--- config.mk ---
export PLATFORM = sky130hd
export DESIGN_NAME = sipo_frame_ctrl
export DESIGN_NICKNAME = d
export VERILOG_FILES = /design/src/rtl/sipo_frame_ctrl.sv
export SDC_FILE = /design/constraint.sdc
export NUM_CORES = 1
export LEC_CHECK = 0
export CAP_MARGIN = 20
export CORE_UTILIZATION = 35
export DETAILED_ROUTE_END_ITERATION = 10
export PLACE_DENSITY_LB_ADDON = 0.15
export SETUP_SLACK_MARGIN = 0.1
export SYNTH_ARGS = -nofsm -noshare
export SYNTH_HDL_FRONTEND = slang
export SYNTH_SLANG_ARGS = --single-unit
--- constraint.sdc ---
create_clock -name clk_i -period 1.6 [get_ports clk_i]
set_input_delay 0.48 -clock clk_i [delete_from_list [all_inputs] [get_ports clk_i]]
set_output_delay 0.48 -clock clk_i [all_outputs]
set_load 0.005 [all_outputs]
--- src/rtl/sipo_frame_ctrl.sv ---
// -----------------------------------------------------------------------------
// sipo_frame_ctrl
//   Framed serial-in parallel-out receiver. A '1' on data_i while idle marks the
//   start of a frame; the next WIDTH strobed bits are shifted in and the
//   completed word is handed to a one-entry output buffer with a valid/ready
//   handshake. A word that completes while the buffer is still occupied and
//   not being accepted is dropped and flagged on overrun_o.
//
//   Optional feature macro: SIPO_PARITY_EN
//     When defined, one even-parity bit follows the data bits. A mismatch
//     pulses parity_err_o during DONE, and the word is still delivered.
//     When undefined, there is no parity state and parity_err_o is tied to 0.
// -----------------------------------------------------------------------------
module sipo_frame_ctrl #(
  parameter int WIDTH     = 4,    // data bits per frame, 2..32
  parameter bit MSB_FIRST = 1'b1  // 1: first data bit lands in data_o[WIDTH-1]
) (
  input  logic             clk_i,
  input  logic             rst_n_i,
  input  logic             bit_en_i,
  input  logic             data_i,
  input  logic             ready_i,
  output logic             valid_o,
  output logic [WIDTH-1:0] data_o,
  output logic             busy_o,
  output logic             overrun_o,
  output logic             parity_err_o
);

  // Wide enough to hold WIDTH itself, so the counter never wraps.
  localparam int CW = $clog2(WIDTH + 1);

  typedef enum logic [1:0] {
    S_IDLE   = 2'd0,
    S_SHIFT  = 2'd1,
    S_DONE   = 2'd2
`ifdef SIPO_PARITY_EN
    ,
    S_PARITY = 2'd3
`endif
  } state_e;

  state_e           state_q, state_d;
  logic [WIDTH-1:0] shift_q, shift_d;
  logic [CW-1:0]    cnt_q,   cnt_d;
  logic             valid_q, valid_d;
  logic [WIDTH-1:0] data_q,  data_d;
`ifdef SIPO_PARITY_EN
  logic             perr_q,  perr_d;
`endif

  logic [WIDTH-1:0] shift_in;
  logic             last_bit;
  logic             done;
  logic             load;

  // Shift register contents after taking data_i, in the configured direction.
  always_comb begin
    if (MSB_FIRST) begin
      shift_in = {shift_q[WIDTH-2:0], data_i};
    end else begin
      shift_in = {data_i, shift_q[WIDTH-1:1]};
    end
  end

  assign last_bit = (cnt_q == CW'(WIDTH - 1));
  assign done     = (state_q == S_DONE);
  // A finished word goes into the buffer if it is empty or being drained now.
  assign load     = done && (!valid_q || ready_i);

  // Frame FSM: start detection, bit counting and the single-cycle DONE state.
  always_comb begin
    // NOTE: every signal written here gets a default first, so no path can
    // leave it unassigned and infer a latch.
    state_d = state_q;
    shift_d = shift_q;
    cnt_d   = cnt_q;
`ifdef SIPO_PARITY_EN
    perr_d  = perr_q;
`endif
    case (state_q)
      S_IDLE: begin
        if (bit_en_i && data_i) begin
          state_d = S_SHIFT;
          cnt_d   = '0;
        end
      end
      S_SHIFT: begin
        if (bit_en_i) begin
          shift_d = shift_in;
          cnt_d   = cnt_q + CW'(1);
          if (last_bit) begin
`ifdef SIPO_PARITY_EN
            state_d = S_PARITY;
`else
            state_d = S_DONE;
`endif
          end
        end
      end
`ifdef SIPO_PARITY_EN
      S_PARITY: begin
        if (bit_en_i) begin
          // Even parity: data bits plus parity bit must XOR to zero.
          perr_d  = (^shift_q) ^ data_i;
          state_d = S_DONE;
        end
      end
`endif
      S_DONE: begin
        // Strobe is ignored here; the frame is committed or dropped this cycle.
        state_d = S_IDLE;
      end
      default: begin
        state_d = S_IDLE;
      end
    endcase
  end

  // Output buffer: load on commit, clear on a handshake with nothing new.
  always_comb begin
    valid_d = valid_q;
    data_d  = data_q;
    if (load) begin
      valid_d = 1'b1;
      data_d  = shift_q;
    end else if (valid_q && ready_i) begin
      valid_d = 1'b0;
    end
  end

  // State registers; reset discards any partial frame and empties the buffer.
  always_ff @(posedge clk_i or negedge rst_n_i) begin
    // NOTE: non-blocking assignments so every flop samples pre-edge values.
    if (!rst_n_i) begin
      state_q <= S_IDLE;
      shift_q <= '0;
      cnt_q   <= '0;
      valid_q <= 1'b0;
      data_q  <= '0;
`ifdef SIPO_PARITY_EN
      perr_q  <= 1'b0;
`endif
    end else begin
      state_q <= state_d;
      shift_q <= shift_d;
      cnt_q   <= cnt_d;
      valid_q <= valid_d;
      data_q  <= data_d;
`ifdef SIPO_PARITY_EN
      perr_q  <= perr_d;
`endif
    end
  end

  assign valid_o   = valid_q;
  assign data_o    = data_q;
  assign busy_o    = (state_q != S_IDLE);
  // DONE lasts one cycle, so these are single-cycle pulses by construction.
  assign overrun_o = done && valid_q && !ready_i;
`ifdef SIPO_PARITY_EN
  assign parity_err_o = done && perr_q;
`else
  assign parity_err_o = 1'b0;
`endif

endmodule
# Yosys cells after proc, flatten, opt, wreduce, memory -nomap -nowiden

Index checks and enable logic that the tools add are counted.

Input port bits: 5
Word-level logic and storage cells: 36
Bits in registers: 14

Add/subtract/negate cells: 1
Muxes and demuxes: 9
Reduce and logical (&&, ||, !) cells: 15
Equality and inequality tests: 6

Operators with widths:

| operator              | count |
|---|---|
| $mux W2               | 3 |
| $mux W3               | 2 |
| $ne A2 B2 Y1 const B  | 3 |
| $pmux W3 S2           | 1 |
| $reduce_and A3 Y1     | 2 |
| $reduce_bool A2 Y1    | 3 |
| $logic_and A1 B1 Y1   | 5 |
| $pmux W2 S2           | 1 |
| $add A3 B1 Y3 const B | 1 |
| $eq A3 B2 Y1 const B  | 1 |
| $eq A2 B1 Y1 const B  | 1 |
| $eq A2 B2 Y1 const B  | 1 |
| $logic_not A1 Y1      | 2 |
| $logic_not A2 Y1      | 1 |
| $mux W1               | 2 |
| $reduce_and A2 Y1     | 1 |
| $logic_or A1 B1 Y1    | 1 |

# Depth between registers and ports, before layout

Gate-level depths: netlist of the first run.

Depth after elaboration: 4
Gate-level depth with buffers: 5
Depth with buffers taken out: 5

# Worst setup path after synthesis of the first run

OpenSTA, ideal clock, no wires.

Path kind: input-to-output
From: input ready_i
To: output overrun_o
Setup slack: 0.333 ns
Stages on the path: 2
Data arrival time: 0.787 ns
Data required time: 1.120 ns
Path through: nand2b_1 nor2_1

Word-level cells in the longest chain between the ends: 2

RTL lines:

| item                | line | RTL |
|---|---|---|
| from (decl)         | 22   | `input logic ready_i,` |
| $logic_not A1 Y1    | 160  | `assign overrun_o = done && valid_q && !ready_i;` |
| $logic_and A1 B1 Y1 | 160  |  |
| to (decl)           | 26   | `output logic overrun_o,` |

No other way between the ends.

# Final worst setup path of the first run

From: register state_q[0]
To: output overrun_o

Word-level cells in the longest chain between the ends: 3

RTL lines:

| item                             | line | RTL |
|---|---|---|
| from (decl)                      | 43   | `state_e state_q, state_d;` |
| from (signal assigned)           | 145  | `state_q <= state_d;` |
| $eq A2 B2 Y1                     | 67   | `assign done = (state_q == S_DONE);` |
| $logic_and A1 B1 Y1 (2 in a row) | 160  |  |

No other way between the ends.

==> flow_metrics.env, run 1 <==
export IMPL_status="complete, no violations"
export IMPL_hold_worst_slack_ps=485
export IMPL_whs_path_depth=1
export IMPL_worst_setup_path_type="reg2out"
export IMPL_clock_path_buffers=2
export IMPL_wl_per_cell_microns=11.2
export IMPL_firstDrtPassIters=5
export IMPL_power_leakage_nw=0.478
export IMPL_syn_avg_cell_area_sq_um=13.5
export IMPL_gp_congestion=0.626
export IMPL_port_buffers=11
export IMPL_ys_warn_count=0
export IMPL_routed_wirelength_microns=1010
export IMPL_die_area_sq_um=1950
export IMPL_cts_root_buf="clkbuf_4"
export IMPL_regArea_sq_um=350
export IMPL_pin_count=13
export IMPL_layout_cells_non_filler=90
export IMPL_rsz0062_at_grt="yes"
export IMPL_min_to="cnt_q[0]"
export IMPL_core_area_sq_um=1580
export IMPL_yosysUniqueCellTypes=22
export IMPL_viasPerCell=4.71
export IMPL_placed_area_sq_um=806
export IMPL_rows=14
export IMPL_final_common_cell="dfrtp_1"
export IMPL_clk_pin_slew_worst_paths_ps=90
export IMPL_ys_async_sr_fraction_pct=100
export IMPL_synthesis_nets=53
export IMPL_use_met2_pct=21.2
export IMPL_cap_viol_max_count=0
export IMPL_ir_drop_mv=0.675
export IMPL_nNetsFinal=82
export IMPL_drive_above_1_share_pct=40.5
export IMPL_grtUsageMet1_pct=14.5
export IMPL_drc=0
export IMPL_first_iter_violations=4
export IMPL_numCtsBuffers=3
export IMPL_syn_area_sq_um=623
export IMPL_setup_viol=0
export IMPL_vias=424
export IMPL_hold_viol_final=0
export IMPL_fmax_ghz=0.630
export IMPL_met3_usage_pct=3.67
export IMPL_cellPowerDensity_nw_per_um2=1540
export IMPL_fin_crit_sh_pct=99.3
export IMPL_start_kind="register"
export IMPL_cts_tree="done"
export IMPL_multiInputGateArea_sq_um=268
export IMPL_hp_start="cnt_q[0]"
export IMPL_grt_pass1_vias=400
export IMPL_ys_seq_area_share_pct=56.2
export IMPL_dp_cells=80
export IMPL_drv_slew=0
export IMPL_end_kind="output pin"
export IMPL_cp_arrival_ps=1110
export IMPL_worst_path_max_fanout=2
export IMPL_clkSinkCount=14
export IMPL_h_tree_depth=1
export IMPL_diodes=0
export IMPL_ys_seq_elements=14
export IMPL_antenna_found_initial=0
export IMPL_grt_remaining_overflow=0
export IMPL_hold_path_class="reg2reg"
export IMPL_reg2reg_to="shift_q[0]"
export IMPL_start_util_pct=39.5
export IMPL_synth_edf_count=0
export IMPL_grt_pass1_wl_microns=1720
export IMPL_reg2reg_from="state_q[1]"
export IMPL_top_usage_layer="met2"
export IMPL_hold_buffers=0
export IMPL_clkLatencyLatePin_ps=270
export IMPL_syn_inst=46
export IMPL_die_x_microns=44.2
export IMPL_reg2reg_depth=5
export IMPL_min_period_ps=1590
export IMPL_fp_dieH_microns=44.2
export IMPL_grt_start_max_net_pins=15
export IMPL_required_ps=1120
export IMPL_mostFrequentLayoutCells="dfrtp_1, buf_4, dlygate4sd2_1"
export IMPL_track_usage_pct=12.4
export IMPL_area_growth_pct=42.8
export IMPL_r2r_slack_ps=240
export IMPL_antenna_left=0
export IMPL_synth_top_flop_cell="dfrtp_1"
export IMPL_fillers=153
export IMPL_clock_skew_ps=2.72
export IMPL_final_area_sq_um=890
==> power by group <==
group | leakage, nW | internal [mW] | total, mW | switching (mW)
Clock | 0.0210 | 0.138 | 0.251 | 0.113
Combinational | 0.280 | 0.365 | 0.546 | 0.181
Sequential | 0.177 | 0.496 | 0.577 | 0.0813
Total | 0.478 | 0.999 | 1.37 | 0.375
==> worst max path at each step <==
stage               slack (ps)  depth (start not counted)        end  startpoint
detailed placement        -490                          4  overrun_o     ready_i
finish                      10                          4  overrun_o  state_q[0]
global route               -70                          4  overrun_o  state_q[0]
floorplan                  330                          2  overrun_o     ready_i
global placement          -480                          4  overrun_o     ready_i
CTS                          4                          4  overrun_o  state_q[0]
==> what timing repair did <==
item / CTS / global route
hold endpoints to repair: 0 / 0
pin swaps: 1 / 0
endpoints found under the setup margin: 7 / 2
buffers inserted: 6 / 0
gates resized for setup: 17 / 1
==> critical path: stages (launching register included) <==
cell and delay [ps]:
dfrtp_1 400, buf_6 120, nand2b_4 120, nor2_1 70, buf_2 110
==> layer usage <==
metal  vias up  wire length (microns)
met4         0                     10
met2        10                    536
met1       204                    415
met3         2                     44
li1        208                      -
met5         -                      0
==> cells in the mapped netlist (all sizes together) (2+ instances only) <==
library cell	instances	area (sq um)
inv	2	7.51
ha	2	25.0
dfrtp	14	350
nand2	4	17.5
mux2	8	105
nand2b	3	33.8
==> layout make-up <==
| cell class | instances | share of cell area [%] |
|---|---|---|
| inverter | 2 | 0.844 |
| tap | 16 | 2.25 |
| timing repair buffer | 25 | 23.3 |
| clock buffer | 4 | 4.08 |
| multi-input combinational | 29 | 30.1 |
| sequential | 14 | 39.4 |
==> state kept, by name, summed over array words and instances (netlist names) <==
signal   cells
data_o       4
shift_q      4
cnt_q        3
valid_o      1
state_q      2
==> per-stage QoR <==
step | setup WS (ps) | power [mW] | utilization, % | TNS (ps)
floorplan | 333 | 0.844 | - | 0
global placement | -481 | 1.06 | 51.1 | -1130
detailed placement | -487 | 1.07 | 51.1 | -1220
CTS | 3.86 | 1.38 | 56.2 | 0
global route | -65.9 | 1.48 | 56.4 | -65.9
finish | 11.6 | 1.37 | 56.4 | 0
==> kinds of logic (layout without fill, tap and decap cells) <==
family                   count (synthesis)  count (layout)  synth area share (%)
adder cells (fa/ha/maj)                  2               2                  4.02
buffers and inverters                    3              31                  2.41
AND/OR/NAND/NOR                         13              13                  14.5
flip-flops                              14              14                  56.2
other                                    1               1                 0.602
AO/OA/AOI/OAI                            4               4                  3.81
multiplexers                             9               9                  18.5
No activity file was read; power rests on OpenSTA's default activity.
==> run 2: changes to the inputs <==
Settings changed: CORE_MARGIN set to 2.
==> run 2 against run 1 <==
Compared with the run above: cell area grew 3.0%; cell count grew 12%; critical endpoint unchanged; fmax grew 0.44%; power grew 0.90%; critical path depth is the same; die area grew 9.3%; clock power shrank 2%; setup slack gained 6.9 ps; routed wire length grew 7.7%; sequential share of layout area shrank 1.1 points; critical path type unchanged; non-clock buffer count grew 2.
==> flow_metrics.env, run 2 (same netlist as run 1, synthesis figures left out) <==
export IMPL_status="complete, no violations"
export IMPL_min_to="cnt_q[0]"
export IMPL_cts_tree="done"
export IMPL_cp_num_buf_inv=2
export IMPL_reg2reg_to="shift_q[3]"
export IMPL_diodes=0
export IMPL_worst_slack_ps=18.5
export IMPL_vias=448
export IMPL_end_kind="output pin"
export IMPL_required_ps=1120
export IMPL_critPathMaxStageDelay_ps=400
export IMPL_pin_count=13
export IMPL_start_kind="register"
export IMPL_hold_path_class="reg2reg"
export IMPL_nNetsFinal=84
export IMPL_wl_per_cell_microns=10.7
export IMPL_port_buffers=11
export IMPL_hp_start="cnt_q[0]"
export IMPL_hold_viol_final=0
export IMPL_hpwl_microns=742
export IMPL_r2r_slack_ps=240
export IMPL_cellPowerDensity_nw_per_um2=1510
export IMPL_drv_slew=0
export IMPL_cap_viol_max_count=0
export IMPL_final_common_cell="buf_4"
export IMPL_firstDrtPassIters=2
export IMPL_grt_remaining_overflow=0
export IMPL_critPathTopFamily="flip-flops"
export IMPL_viasPerCell=4.44
export IMPL_core_area_sq_um=1710
export IMPL_first_iter_violations=1
export IMPL_worst_setup_path_type="reg2out"
export IMPL_rows=15
export IMPL_rsz0062_at_grt="yes"
export IMPL_drc=0
export IMPL_drive_above_1_share_pct=42.1
export IMPL_power_leakage_nw=0.488
export IMPL_h_tree_depth=1
export IMPL_gp_congestion=0.667
export IMPL_area_growth_pct=47.0
export IMPL_track_usage_pct=12.8
export IMPL_reg2reg_from="state_q[1]"
export IMPL_grt_pass1_wl_microns=1810
export IMPL_cp_cell_sequence="buf_6 > nand2b_4 > nor2_1 > buf_2"
export IMPL_fp_dieH_microns=46.2
export IMPL_min_period_ps=1580
export IMPL_met2WireLength_microns=491
export IMPL_setup_viol=0
export IMPL_routed_top_layer="met4"
export IMPL_clock_path_buffers=2
export IMPL_ir_drop_mv=0.869
export IMPL_pre_cts_ws_ps=-497
export IMPL_final_setup_tns_ps=0
export IMPL_fmax_ghz=0.632
export IMPL_met3RoutedLength_microns=61
export IMPL_antenna_left=0
export IMPL_worst_path_max_fanout=2
export IMPL_whs_path_depth=1
export IMPL_cts_root_buf="clkbuf_4"
export IMPL_crit_path_top_delay_cell="dfrtp_1"
export IMPL_fillers=153
export IMPL_die_x_microns=46.2
export IMPL_clock_skew_ps=4.42
export IMPL_routed_wirelength_microns=1080
export IMPL_fin_crit_sh_pct=98.8
export IMPL_hold_buffers=0
export IMPL_grt_start_max_net_pins=15
export IMPL_clkSinkCount=14
export IMPL_clk_pin_slew_worst_paths_ps=80
export IMPL_die_area_sq_um=2130
export IMPL_reg2reg_depth=5
export IMPL_grt_pass1_vias=418
export IMPL_numCtsBuffers=3
export IMPL_clkLatencyLatePin_ps=270
export IMPL_mostFrequentLayoutCells="buf_4, dfrtp_1, dlygate4sd2_1"
export IMPL_start_util_pct=36.5
export IMPL_wl_met1_microns=506
export IMPL_total_power_mw=1.39
export IMPL_antenna_found_initial=0
export IMPL_cp_arrival_ps=1100
==> run 2: cell type report <==
cell class	count	area (sq um)	area share, %
multi-input cells	29	268	29.2
repair buffers	27	223	24.3
inverters	2	7.51	0.820
flip-flops and latches	14	350	38.3
well taps	25	31.3	3.42
clock buffers	4	36.3	3.96
==> run 2: worst register-to-register path: stages, from the launching register on <==
cell     delay [ps]
dfrtp_1         380
buf_4           140
buf_4           140
nor2b_2         140
nand2_2         120
mux2_1          330
==> run 2: stage by stage <==
stage / hold WS [ps] / cell area, sq um / utilization, % / cells
final: 498 / 916 / 53.6 / 101
after global routing: 507 / 916 / 53.6 / 101
after CTS: 496 / 916 / 53.6 / 101
after detailed placement: 485 / 817 / 47.8 / 89
after global placement: 475 / 817 / 47.8 / 89
after floorplan: 184 / 623 / - / 46
==> run 2: timing repair <==
action	CTS	global route
setup endpoints to repair	7	2
pin swaps	2	0
gates resized for setup	18	0
buffers inserted	8	0
==> run 2: power by group <==
part	leakage [nW]	internal, mW	switching (mW)
Sequential	0.177	0.496	0.0850
Combinational	0.290	0.375	0.185
Clock	0.0210	0.138	0.107
==> run 2: worst max-delay path by stage <==
| stage | start | end | depth (start not counted) |
|---|---|---|---|
| finish | state_q[0] | overrun_o | 4 |
| global route | state_q[0] | overrun_o | 4 |
| CTS | state_q[0] | overrun_o | 4 |
| detailed placement | ready_i | overrun_o | 4 |
| global placement | ready_i | overrun_o | 4 |
| floorplan | ready_i | overrun_o | 2 |
==> run 2: metal layers <==
metal,vias to the layer above,GRT usage (%)
met5,-,0
met4,0,6.86
met1,215,15.4
met3,4,5.88
met2,11,18.9
li1,218,-
